--- config.mk ---
export PLATFORM = sky130hd
export DESIGN_NAME = softmax_result_collector
export DESIGN_NICKNAME = d
export VERILOG_FILES = /design/src/rtl/softmax_pkg.sv /design/src/rtl/flp_to_prob.sv /design/src/rtl/softmax_result_collector.sv
export SDC_FILE = /design/constraint.sdc
export NUM_CORES = 1
export LEC_CHECK = 0
export BUFFER_PORTS_ARGS = -buffer_cell sky130_fd_sc_hd__buf_2
export CORE_UTILIZATION = 40
export CTS_CLUSTER_DIAMETER = 60
export DETAILED_ROUTE_END_ITERATION = 16
export HOLD_SLACK_MARGIN = 0.02
export PLACE_DENSITY = 0.67
export SLEW_MARGIN = 20
export SYNTH_ARGS = -nofsm -noshare
export SYNTH_HDL_FRONTEND = slang
export SYNTH_SLANG_ARGS = --single-unit
--- constraint.sdc ---
create_clock -name clk -period 1.2 [get_ports clk]
set_input_delay 0.18 -clock clk [delete_from_list [all_inputs] [get_ports clk]]
set_output_delay 0.18 -clock clk [all_outputs]
set_load 0.01 [all_outputs]
--- src/rtl/softmax_pkg.sv ---
// Shared definitions for the pseudo-softmax result path: field widths,
// collector FSM states and the reduced-float to Q0.8 conversion.
package softmax_pkg;

    localparam int EXP_W  = 4;
    localparam int MANT_W = 3;
    localparam int PROB_W = 8;

    typedef enum logic {
        S_FILL  = 1'b0,
        S_DRAIN = 1'b1
    } state_t;

    // Value is 1.mmm * 2^-e. Aligning 1.mmm so that 1.0 lands on bit 8 gives a
    // 9-bit Q1.8 value. Anything >= 1.0 saturates to the largest Q0.8 code.
    // Exponents of 9 and above shift every bit out and yield 0.
    function automatic logic [PROB_W-1:0] flp_to_q08(
        input logic [EXP_W-1:0]  exp_v,
        input logic [MANT_W-1:0] mant_v
    );
        logic [8:0] q9;
        q9 = {1'b1, mant_v, 5'b00000} >> exp_v;
        return (q9 > 9'd255) ? 8'd255 : q9[7:0];
    endfunction

endpackage

--- src/rtl/flp_to_prob.sv ---
// Combinational reduced-float {exp, mant} to saturated Q0.8 probability.
module flp_to_prob
    import softmax_pkg::*;
(
    input  logic [EXP_W-1:0]  exp_in,
    input  logic [MANT_W-1:0] mant_in,
    output logic [PROB_W-1:0] prob
);

    assign prob = flp_to_q08(exp_in, mant_in);

endmodule

--- src/rtl/softmax_result_collector.sv ---
// Collects N converted softmax results, then drains them in order over a
// valid/ready handshake with an index and last marker.
// Optional argmax tracking is enabled by defining SOFTMAX_COLLECTOR_ARGMAX_EN;
// without it argmax_idx/argmax_valid are tied to 0.
module softmax_result_collector
    import softmax_pkg::*;
#(
    parameter int N  = 4,
    parameter int IW = $clog2(N)
) (
    input  logic              clk,
    input  logic              rst,
    input  logic              in_valid,
    output logic              in_ready,
    input  logic [EXP_W-1:0]  exp_in,
    input  logic [MANT_W-1:0] mant_in,
    output logic              out_valid,
    input  logic              out_ready,
    output logic [PROB_W-1:0] out_data,
    output logic [IW-1:0]     out_index,
    output logic              out_last,
    output logic [IW-1:0]     argmax_idx,
    output logic              argmax_valid
);

    localparam logic [IW-1:0] LAST_IDX = IW'(N - 1);

    state_t               state_reg, state_next;
    logic [IW-1:0]        wr_cnt_reg, wr_cnt_next;
    logic [IW-1:0]        rd_cnt_reg, rd_cnt_next;
    logic [PROB_W-1:0]    prob_in;
    logic                 accept;
    logic                 fill_done;
    logic                 drain_done;
    logic [N-1:0][PROB_W-1:0] slot_data;

    flp_to_prob u_conv (
        .exp_in  (exp_in),
        .mant_in (mant_in),
        .prob    (prob_in)
    );

    // Ready is masked during reset so nothing is accepted in the reset cycle.
    assign in_ready   = (state_reg == S_FILL) && !rst;
    assign accept     = in_valid && in_ready;
    assign fill_done  = accept && (wr_cnt_reg == LAST_IDX);
    assign drain_done = (state_reg == S_DRAIN) && out_ready && (rd_cnt_reg == LAST_IDX);

    // Outputs are decoded from registered state; data is forced to 0 outside
    // DRAIN so stale buffer contents never show after reset.
    assign out_valid = (state_reg == S_DRAIN);
    assign out_data  = out_valid ? slot_data[rd_cnt_reg] : '0;
    assign out_index = out_valid ? rd_cnt_reg : '0;
    assign out_last  = out_valid && (rd_cnt_reg == LAST_IDX);

    // State and counter registers.
    always_ff @(posedge clk) begin
        if (rst) begin
            state_reg  <= S_FILL;
            wr_cnt_reg <= '0;
            rd_cnt_reg <= '0;
        end else begin
            state_reg  <= state_next;
            wr_cnt_reg <= wr_cnt_next;
            rd_cnt_reg <= rd_cnt_next;
        end
    end

    // Next-state logic: fill N slots, then drain N slots, never overlapping.
    always_comb begin
        state_next  = state_reg;
        wr_cnt_next = wr_cnt_reg;
        rd_cnt_next = rd_cnt_reg;
        case (state_reg)
            S_FILL: begin
                if (accept) begin
                    wr_cnt_next = wr_cnt_reg + 1'b1;
                    if (wr_cnt_reg == LAST_IDX) begin
                        state_next  = S_DRAIN;
                        wr_cnt_next = '0;
                        rd_cnt_next = '0;
                    end
                end
            end
            S_DRAIN: begin
                if (out_ready) begin
                    rd_cnt_next = rd_cnt_reg + 1'b1;
                    if (rd_cnt_reg == LAST_IDX) begin
                        state_next  = S_FILL;
                        rd_cnt_next = '0;
                    end
                end
            end
            default: begin
                state_next = S_FILL;
            end
        endcase
    end

    // One holding register per slot; contents are don't-care after reset.
    generate
        for (genvar gi = 0; gi < N; gi++) begin : g_slot
            logic [PROB_W-1:0] slot_reg;

            // Capture the converted value when this slot is the write target.
            always_ff @(posedge clk) begin
                if (accept && (wr_cnt_reg == IW'(gi))) begin
                    slot_reg <= prob_in;
                end
            end

            assign slot_data[gi] = slot_reg;
        end
    endgenerate

`ifdef SOFTMAX_COLLECTOR_ARGMAX_EN
    logic [PROB_W-1:0] max_reg;
    logic [IW-1:0]     max_idx_reg;
    logic [IW-1:0]     max_idx_next;
    logic              max_take;
    logic [IW-1:0]     argmax_idx_reg;
    logic              argmax_valid_reg;

    // Element 0 always seeds the running max; later elements replace it only
    // when strictly larger, so ties keep the lowest index.
    always_comb begin
        max_take     = (wr_cnt_reg == '0) || (prob_in > max_reg);
        max_idx_next = max_take ? wr_cnt_reg : max_idx_reg;
    end

    // Running max during FILL; publish the winner on entry to DRAIN.
    always_ff @(posedge clk) begin
        if (rst) begin
            max_reg          <= '0;
            max_idx_reg      <= '0;
            argmax_idx_reg   <= '0;
            argmax_valid_reg <= 1'b0;
        end else begin
            if (accept && max_take) begin
                max_reg     <= prob_in;
                max_idx_reg <= wr_cnt_reg;
            end
            if (fill_done) begin
                argmax_idx_reg   <= max_idx_next;
                argmax_valid_reg <= 1'b1;
            end else if (drain_done) begin
                argmax_valid_reg <= 1'b0;
            end
        end
    end

    assign argmax_idx   = argmax_idx_reg;
    assign argmax_valid = argmax_valid_reg;
`else
    assign argmax_idx   = '0;
    assign argmax_valid = 1'b0;
`endif

endmodule

[Word-level counts from Yosys, hierarchy flattened]
Cells that the tools add are included.
Word-level totals
  register bits after elaboration: 37
Operators by class
  order comparisons: 2
  bitwise logic cells: 1
  shifts and indexed selects: 1
  reductions and logical operators: 11
  add/subtract/negate cells: 2
  equality and inequality tests: 7
  mux-type cells: 16
Operator list (count)
  2-to-1 mux 8 bit: 3
  binary-select mux 8 bit (select 2 bit): 1
  2-to-1 mux 2 bit: 6
  greater-than comparator 9 x 8 -> 1 bit (second input constant): 1
  >> shifter 9 x 4 -> 9 bit: 1
  logical AND 1 bit: 7
  equality test 2 bit (second input constant): 3
  adder 2 x 1 -> 2 bit (second input constant): 2
  2-to-1 mux 1 bit: 4
  != test 2 bit (second input constant): 2
  case mux 2 bit (2 select lines): 1
  less-than comparator 2 x 3 -> 1 bit (second input constant): 1
  AND reduction 3 bit: 1
  equality test 2 x 1 -> 1 bit (second input constant): 1
  logical NOT 2 bit: 1
  != test 2 x 1 -> 1 bit (second input constant): 1
  case mux 1 bit (2 select lines): 1
  AND reduction 2 bit: 1
  logical NOT 1 bit: 1
  inverter 1 bit: 1

[Logic depth before layout (Yosys ltp)]
Gate-level depths: netlist of the first run.
  depth after elaboration: 5
  gate-level depth with buffers: 4

[Modules after synthesis]
A second synthesis of the first run with hierarchy kept.
Second synthesis, totals
  cell total of the unflattened synthesis: 126
  area, all modules: 1791.7 um2
Modules (own cells, without submodules)
  softmax_result_collector: area an instance 1555.2 um2, cells each 92, times used 1
  flp_to_prob: area an instance 236.5 um2, cells each 34, times used 1

[Least setup slack after synthesis of the first run]
OpenSTA, ideal clock, no wires.
  path type: register to output
  start point: register rd_cnt_reg[0]
  end point: output port out_data[0]
  path buffers: 1
  arrival: 1.191 ns
  setup slack: -0.171 ns
  stages on the path, launching flop included: 4
  data required time: 1.020 ns
  cells stage by stage: dfxtp_1 > buf_6 > mux4_2 > and2_1
On the way
  longest elaborated chain between the ends: 3
Ends and longest elaborated chain
  start, declared: line softmax_result_collector.sv:30  | logic [IW-1:0] rd_cnt_reg, rd_cnt_next;
  start signal, assigned: line softmax_result_collector.sv:65  | rd_cnt_reg <= rd_cnt_next;
  binary-select mux 8 bit (select 2 bit): line softmax_result_collector.sv:52  | assign out_data = out_valid ? slot_data[rd_cnt_reg] : '0;
  2-to-1 mux 8 bit (implied by the code): line softmax_result_collector.sv:52
  2-to-1 mux 8 bit: line softmax_result_collector.sv:52
  end, declared: line softmax_result_collector.sv:19  | output logic [PROB_W-1:0] out_data,
No other way between the ends. The select of a mux whose other input is x is not followed.

[Final worst setup path of the first run]
  start point: register rd_cnt_reg[0]
  end point: output port out_data[4]
Same word-level chain as after synthesis.

==> impl_metrics.yaml, run 1 <==
clock_tree:
  path_clk_slew_ns: 0.07
  insertion_delay_ns: 0.28
  htree_levels: 2
  clockBufferDepth: 2
  hold_buffers: 0
  clkSinkCount: 37
  cts_root_buf: "clkbuf_8"
  cts_tree: "built"
  numCtsBuffers: 5
route:
  wl_met1_um: 1467
  wl_met2_um: 1917
  wirelength_um: 3720
  remaining_drc_errors: 0
  ant_nets: 0
  wl_per_cell_um: 16.17
  via_per_inst: 5.452
  dr_wl_met3_um: 206
  vias: 1254
  drtPass1Iterations: 4
  top_layer: "met4"
  drt_iter0_markers: 89
power:
  p_sw_w: 0.0005584
  ir_worst_vdd_uv: 525.2
  p_int_w: 0.001965
  swShare_pct: 22.13
  p_seq_share_pct: 57.6
  p_total_w: 0.002523
  p_per_area_nw_per_um2: 1014
  leakage_nw: 0.9357
  combPwrFrac_pct: 10.9
  clock_power_share_pct: 31.4
placement:
  place.gp.congestion: 0.8691
  port_buffers: 23
  hpwlAfterDp_um: 2377
sta:
  finalCritPeriodShare_pct: 144.3
  hold_violations: 0
  fin_worst_hold_slack_ns: 0.1244
  rsz0062_at_grt: "yes"
  slew_headroom_pct: 64.18
  slew_viol_final: 0
  clock.fmax_mhz: 577.7
  period_needed_ns: 1.731
  clock_skew_ns: 0.005700
  worst_slew_pin_slew_ns: 0.5340
  setup_ws_ns: -0.5311
  setup_viol: 39
critical_path:
  required_ns: 1.02
  arrival_ns: 1.55
  regToRegStartpoint: "rd_cnt_reg[0]"
  worst-path-max-fanout: 5
  reg2regPathDepth: 7
  start_kind: "flop"
  cp_num_buf_inv: 2
  crit_type: "flop to output port"
  slowest_stage: "mux4_2"
  reg2reg_to: "rd_cnt_reg[0]"
  cpLargestDelayFamily: "multiplexers"
  cp_cell_sequence: "buf_4 > mux4_2 > and2_4 > buf_6"
  slowest_delay_ns: 0.49
  crit_start: "rd_cnt_reg[0]"
  r2r_slack_ns: -0.33
  crit_path_end_kind: "output port"
floorplanning:
  core_um2: 4115
  initial_core_util_pct: 43.08
  die-area_um2: 4703
  num_io_pins: 27
  die_h_um: 68.58
  die_w_um: 68.58
  rows: 23
yosys:
  synthFlopType: "edfxtp_1"
  synthTopCellsByCount: "edfxtp_1 (32), and2_1 (11), mux4_2 (7), nor2_1 (7)"
  ys_seq_area_share_pct: 59.84
  synth_largest_area_cell: "edfxtp_1"
  synth_async_sr_flop_share_pct: 0
  synth_edf_count: 32
  avgSynthCellArea_um2: 14.30
  yosys_warnings: 0
  ys_seq_elements: 37
  synthesis.area_um2: 1773
  netlist.area_leader.share_pct: 54.20
  synth.area.top_cells: "edfxtp_1 (54%), mux4_2 (8.9%), dfxtp_1 (5.6%)"
  synth.most_common_cell: "edfxtp_1"
  ys_types: 34
  synthCells: 124
hold_path:
  hp-class: "input port to flop"
  min-delay-start: "out_ready"
  hold-path-cell-count: 2
  whs_endpoint: "out_valid"
final_layout:
  areaGrowthSynthToFinish_pct: 40.30
  largest_reg_flops: 32
  nets: 195
  antenna_cells: 0
  drive_above_1_share_pct: 56.67
global_routing:
  grt_usage_pct: 17.49
  grt_max_degree: 12
  grt_pass1_vias: 1239
  antenna_found_initial: 0
  grt.overflow.total: 0
  grt_pass1_wl_um: 5740
outcome:
  status: "finished, violations left"
  violations: "setup timing"
job:
  max-cap-violations: 0
## cell type report
type	count	area [um2]
inverter	3	16.27
clock buffer	5	68.82
tap	50	62.56
timing repair buffer	55	503.0
clock inverter	3	12.51
fill	309	1628
sequential	37	1072
multi-input combinational	77	752.0
## through the flow
stage | worst slack [ns] | util [%] | std cells | setup TNS [ns] | cell area, um2
2_1_floorplan | -0.1219 | - | 126 | -0.8698 | 1809
3_3_place_gp | -0.3630 | 51.02 | 211 | -4.611 | 2100
3_5_place_dp | -0.3880 | 51.02 | 211 | -5.888 | 2100
4_1_cts | -0.5355 | 59.11 | 228 | -5.270 | 2432
5_1_grt | -0.5960 | 60.44 | 230 | -7.738 | 2487
6_report | -0.5311 | 60.44 | 230 | -5.931 | 2487
## cell usage in the layout, fill, tap and decap left out, types with 2 or more instances in the layout
cell	n
nand2b_1	2
nor2_1	6
clkinv_1	2
nor3b_1	2
a21oi_1	3
nand3_1	3
nor2b_1	3
and2_4	10
and3_4	3
buf_2	10
mux4_2	8
edfxtp_1	32
o21ai_0	3
dfxtp_2	3
mux2_2	2
a21oi_2	2
inv_1	2
clkbuf_8	5
ha_1	3
nand2_1	2
dfxtp_4	2
mux2i_1	3
conb_1	3
buf_4	22
buf_6	20
## per-layer routing
metal	global-route usage, %	vias up
li1	-	576
met1	18.80	616
met2	30.51	50
met3	5.757	12
met4	8.854	0
met5	0	-
## power by group through the flow
stage          logic [W]  clock network [W]  registers (W)
4_1_cts         0.000269           0.000811        0.00145
3_3_place_gp    0.000228                  0        0.00148
2_1_floorplan   0.000144                  0        0.00148
3_5_place_dp    0.000238                  0        0.00149
5_1_grt         0.000304           0.000860        0.00146
6_report        0.000276           0.000793        0.00145
## worst max-delay path by stage
stage / end / slack [ns] / cells after the start
after floorplan: out_data[0] / -0.12 / 3
after global placement: out_data[7] / -0.36 / 3
after detailed placement: out_data[7] / -0.39 / 3
after CTS: out_data[6] / -0.54 / 4
after global routing: out_data[6] / -0.60 / 4
final: out_data[4] / -0.53 / 4
## kinds of logic after synthesis
logic type / synth area share (%)
AND/OR/NAND/NOR: 12.99
flip-flops: 59.84
AO/OA/AOI/OAI: 6.210
multiplexers: 13.34
buffers and inverters: 3.881
adder cells (fa/ha/maj): 3.529
other: 0.2115
## timing repair
| item | in CTS | in global routing |
|---|---|---|
| endpoints found under the setup margin | 40 | 49 |
| pin swaps | 14 | 3 |
| resized for setup | 37 | 13 |
| setup buffers | 8 | 2 |
| cloned | 1 | 0 |
## worst reg2reg max path: stages, from the launching register on
cell	delay [ns]
dfxtp_4	0.37
buf_6	0.14
buf_4	0.13
buf_6	0.10
buf_6	0.11
ha_4	0.15
or3_4	0.37
a21oi_2	0.11
Note: power is estimated with default switching activity, not from simulation.
==> inputs of run 2 (changes only) <==
Settings changed: CELL_PAD_IN_SITES_DETAIL_PLACEMENT set to 2, CELL_PAD_IN_SITES_GLOBAL_PLACEMENT set to 2, CORE_MARGIN set to 8, CORE_UTILIZATION 40 to 35, MAX_ROUTING_LAYER set to met4, PLACE_DENSITY 0.67 to 0.79.
==> impl_metrics.yaml, run 2 (same netlist as run 1, synthesis figures left out) <==
outcome:
  status: "finished, violations left"
  violations: "setup timing"
critical_path:
  slowest_stage: "mux4_2"
  arrival_ns: 1.57
  cp_cell_sequence: "buf_6 > mux4_2 > and2_4 > buf_6"
  r2r_slack_ns: -0.23
  reg2regPathDepth: 6
  start_kind: "flop"
  required_ns: 1.02
  crit_start: "rd_cnt_reg[0]"
  cp_common_cell: "buf_6"
  cp_num_buf_inv: 2
  regToRegStartpoint: "rd_cnt_reg[0]"
  crit_type: "flop to output port"
  slowest_delay_ns: 0.50
  reg2reg_to: "out_valid"
  crit_path_end_kind: "output port"
  path_depth: 4
  worst-path-max-fanout: 5
  worstSetupEndpoint: "out_data[0]"
  cpLargestDelayFamily: "multiplexers"
clock_tree:
  hold_buffers: 0
  insertion_delay_ns: 0.29
  clockBufferDepth: 2
  cts_root_buf: "clkbuf_8"
  path_clk_slew_ns: 0.07
  clkSinkCount: 37
  cts_tree: "built"
  numCtsBuffers: 5
  htree_levels: 2
job:
  max-cap-violations: 0
sta:
  finalCritPeriodShare_pct: 145.7
  rsz0062_at_grt: "yes"
  setup_ws_ns: -0.5484
  worst_slew_pin_slew_ns: 0.5560
  slew_viol_final: 0
  slew_headroom_pct: 62.54
  hold_violations: 0
  clock.fmax_mhz: 572.0
  setup_viol: 48
  fin_worst_hold_slack_ns: 0.1717
  period_needed_ns: 1.748
  clock_skew_ns: 0.003419
final_layout:
  final_util_pct: 50.77
  nets: 193
  layout_common_cells: "edfxtp_1 (32), buf_4 (20), buf_6 (18), buf_2 (11), and2_4 (10)"
  fin_area_um2: 2544
  largest_reg_flops: 32
  final_common_cell: "edfxtp_1"
  num-fill-cells: 489
  antenna_cells: 0
  areaGrowthSynthToFinish_pct: 43.47
  drive_above_1_share_pct: 56.18
hold_path:
  min-delay-start: "out_ready"
  hp-class: "input port to flop"
route:
  remaining_drc_errors: 0
  wl_per_cell_um: 21.32
  via_per_inst: 4.956
  ant_nets: 0
  drtPass1Iterations: 4
  drt_iter0_markers: 53
  vias: 1229
  wirelength_um: 5287
power:
  leakage_nw: 0.9496
  p_seq_share_pct: 53.6
  clock_power_share_pct: 34.8
  p_int_w: 0.002108
  p_total_w: 0.002718
  p_per_area_nw_per_um2: 1069
  combPwrFrac_pct: 11.6
  swShare_pct: 22.43
  p_sw_w: 0.0006096
  ir_worst_vdd_uv: 718.3
global_routing:
  grt_pass1_vias: 1434
  grt_usage_pct: 15.34
  grt.overflow.total: 0
  grt_max_degree: 12
  grt_pass1_wl_um: 8038
  antenna_found_initial: 0
placement:
  place_ws_ns: -0.4323
  port_buffers: 23
  place.gp.congestion: 0.7735
  placed_cell_area_um2: 2132
  hpwlAfterDp_um: 3657
floorplanning:
  die-area_um2: 7599
  die_w_um: 87.17
  initial_core_util_pct: 35.39
  core_um2: 5010
  num_io_pins: 27
  die_h_um: 87.17
  rows: 26
==> run 2: area by class of cell <==
type,count,area [um2],share of cell area (%)
Sequential cell,37,1074,42.20
Multi-Input combinational cell,77,769.5,30.25
Timing Repair Buffer,53,495.5,19.48
Clock buffer,7,96.34,3.788
Tap cell,70,87.58,3.443
Inverter,3,16.27,0.6394
Clock inverter,1,5.005,0.1968
==> run 2: worst register-to-register path, cell delays in order (launching register included) <==
cell and delay, ns:
dfxtp_4 0.37, buf_6 0.14, buf_4 0.15, ha_4 0.16, and2_4 0.14, buf_4 0.13
a211oi_2 0.24
==> run 2: repair_timing <==
item,in CTS,in global routing
gates resized for setup,42,9
gates cloned,1,0
endpoints found under the setup margin,48,39
buffers inserted,4,4
pin swaps,12,5
==> run 2: power groups by stage <==
stage	registers [W]	logic, W	clock network, W
6_report	0.00146	0.000315	0.000946
5_1_grt	0.00146	0.000340	0.00102
4_1_cts	0.00146	0.000300	0.000964
3_5_place_dp	0.00149	0.000265	0
3_3_place_gp	0.00148	0.000237	0
2_1_floorplan	0.00148	0.000144	0
==> run 2: how the worst min path moves through the flow <==
stage	endpoint	slack [ns]	cells after the start
floorplan	rd_cnt_reg[0]	0.24	1
global placement	out_valid	0.40	2
detailed placement	out_valid	0.45	2
CTS	out_valid	0.13	2
global route	out_valid	0.15	2
finish	out_valid	0.17	2
==> run 2: metrics by stage <==
stage | TNS [ns] | std cells
global route | -8.701 | 248
global placement | -4.346 | 232
finish | -6.799 | 248
CTS | -4.952 | 245
floorplan | -0.8698 | 126
detailed placement | -8.876 | 232
==> run 2: metal layers <==
metal	routed length [um]	global-route usage [%]	part of all wire, %	vias to the layer above
met5	0	-	0	-
met4	142	6.563	2.7	0
met3	200	4.434	3.8	10
met2	3011	28.38	57	30
met1	1932	14.41	37	619
li1	-	-	-	570
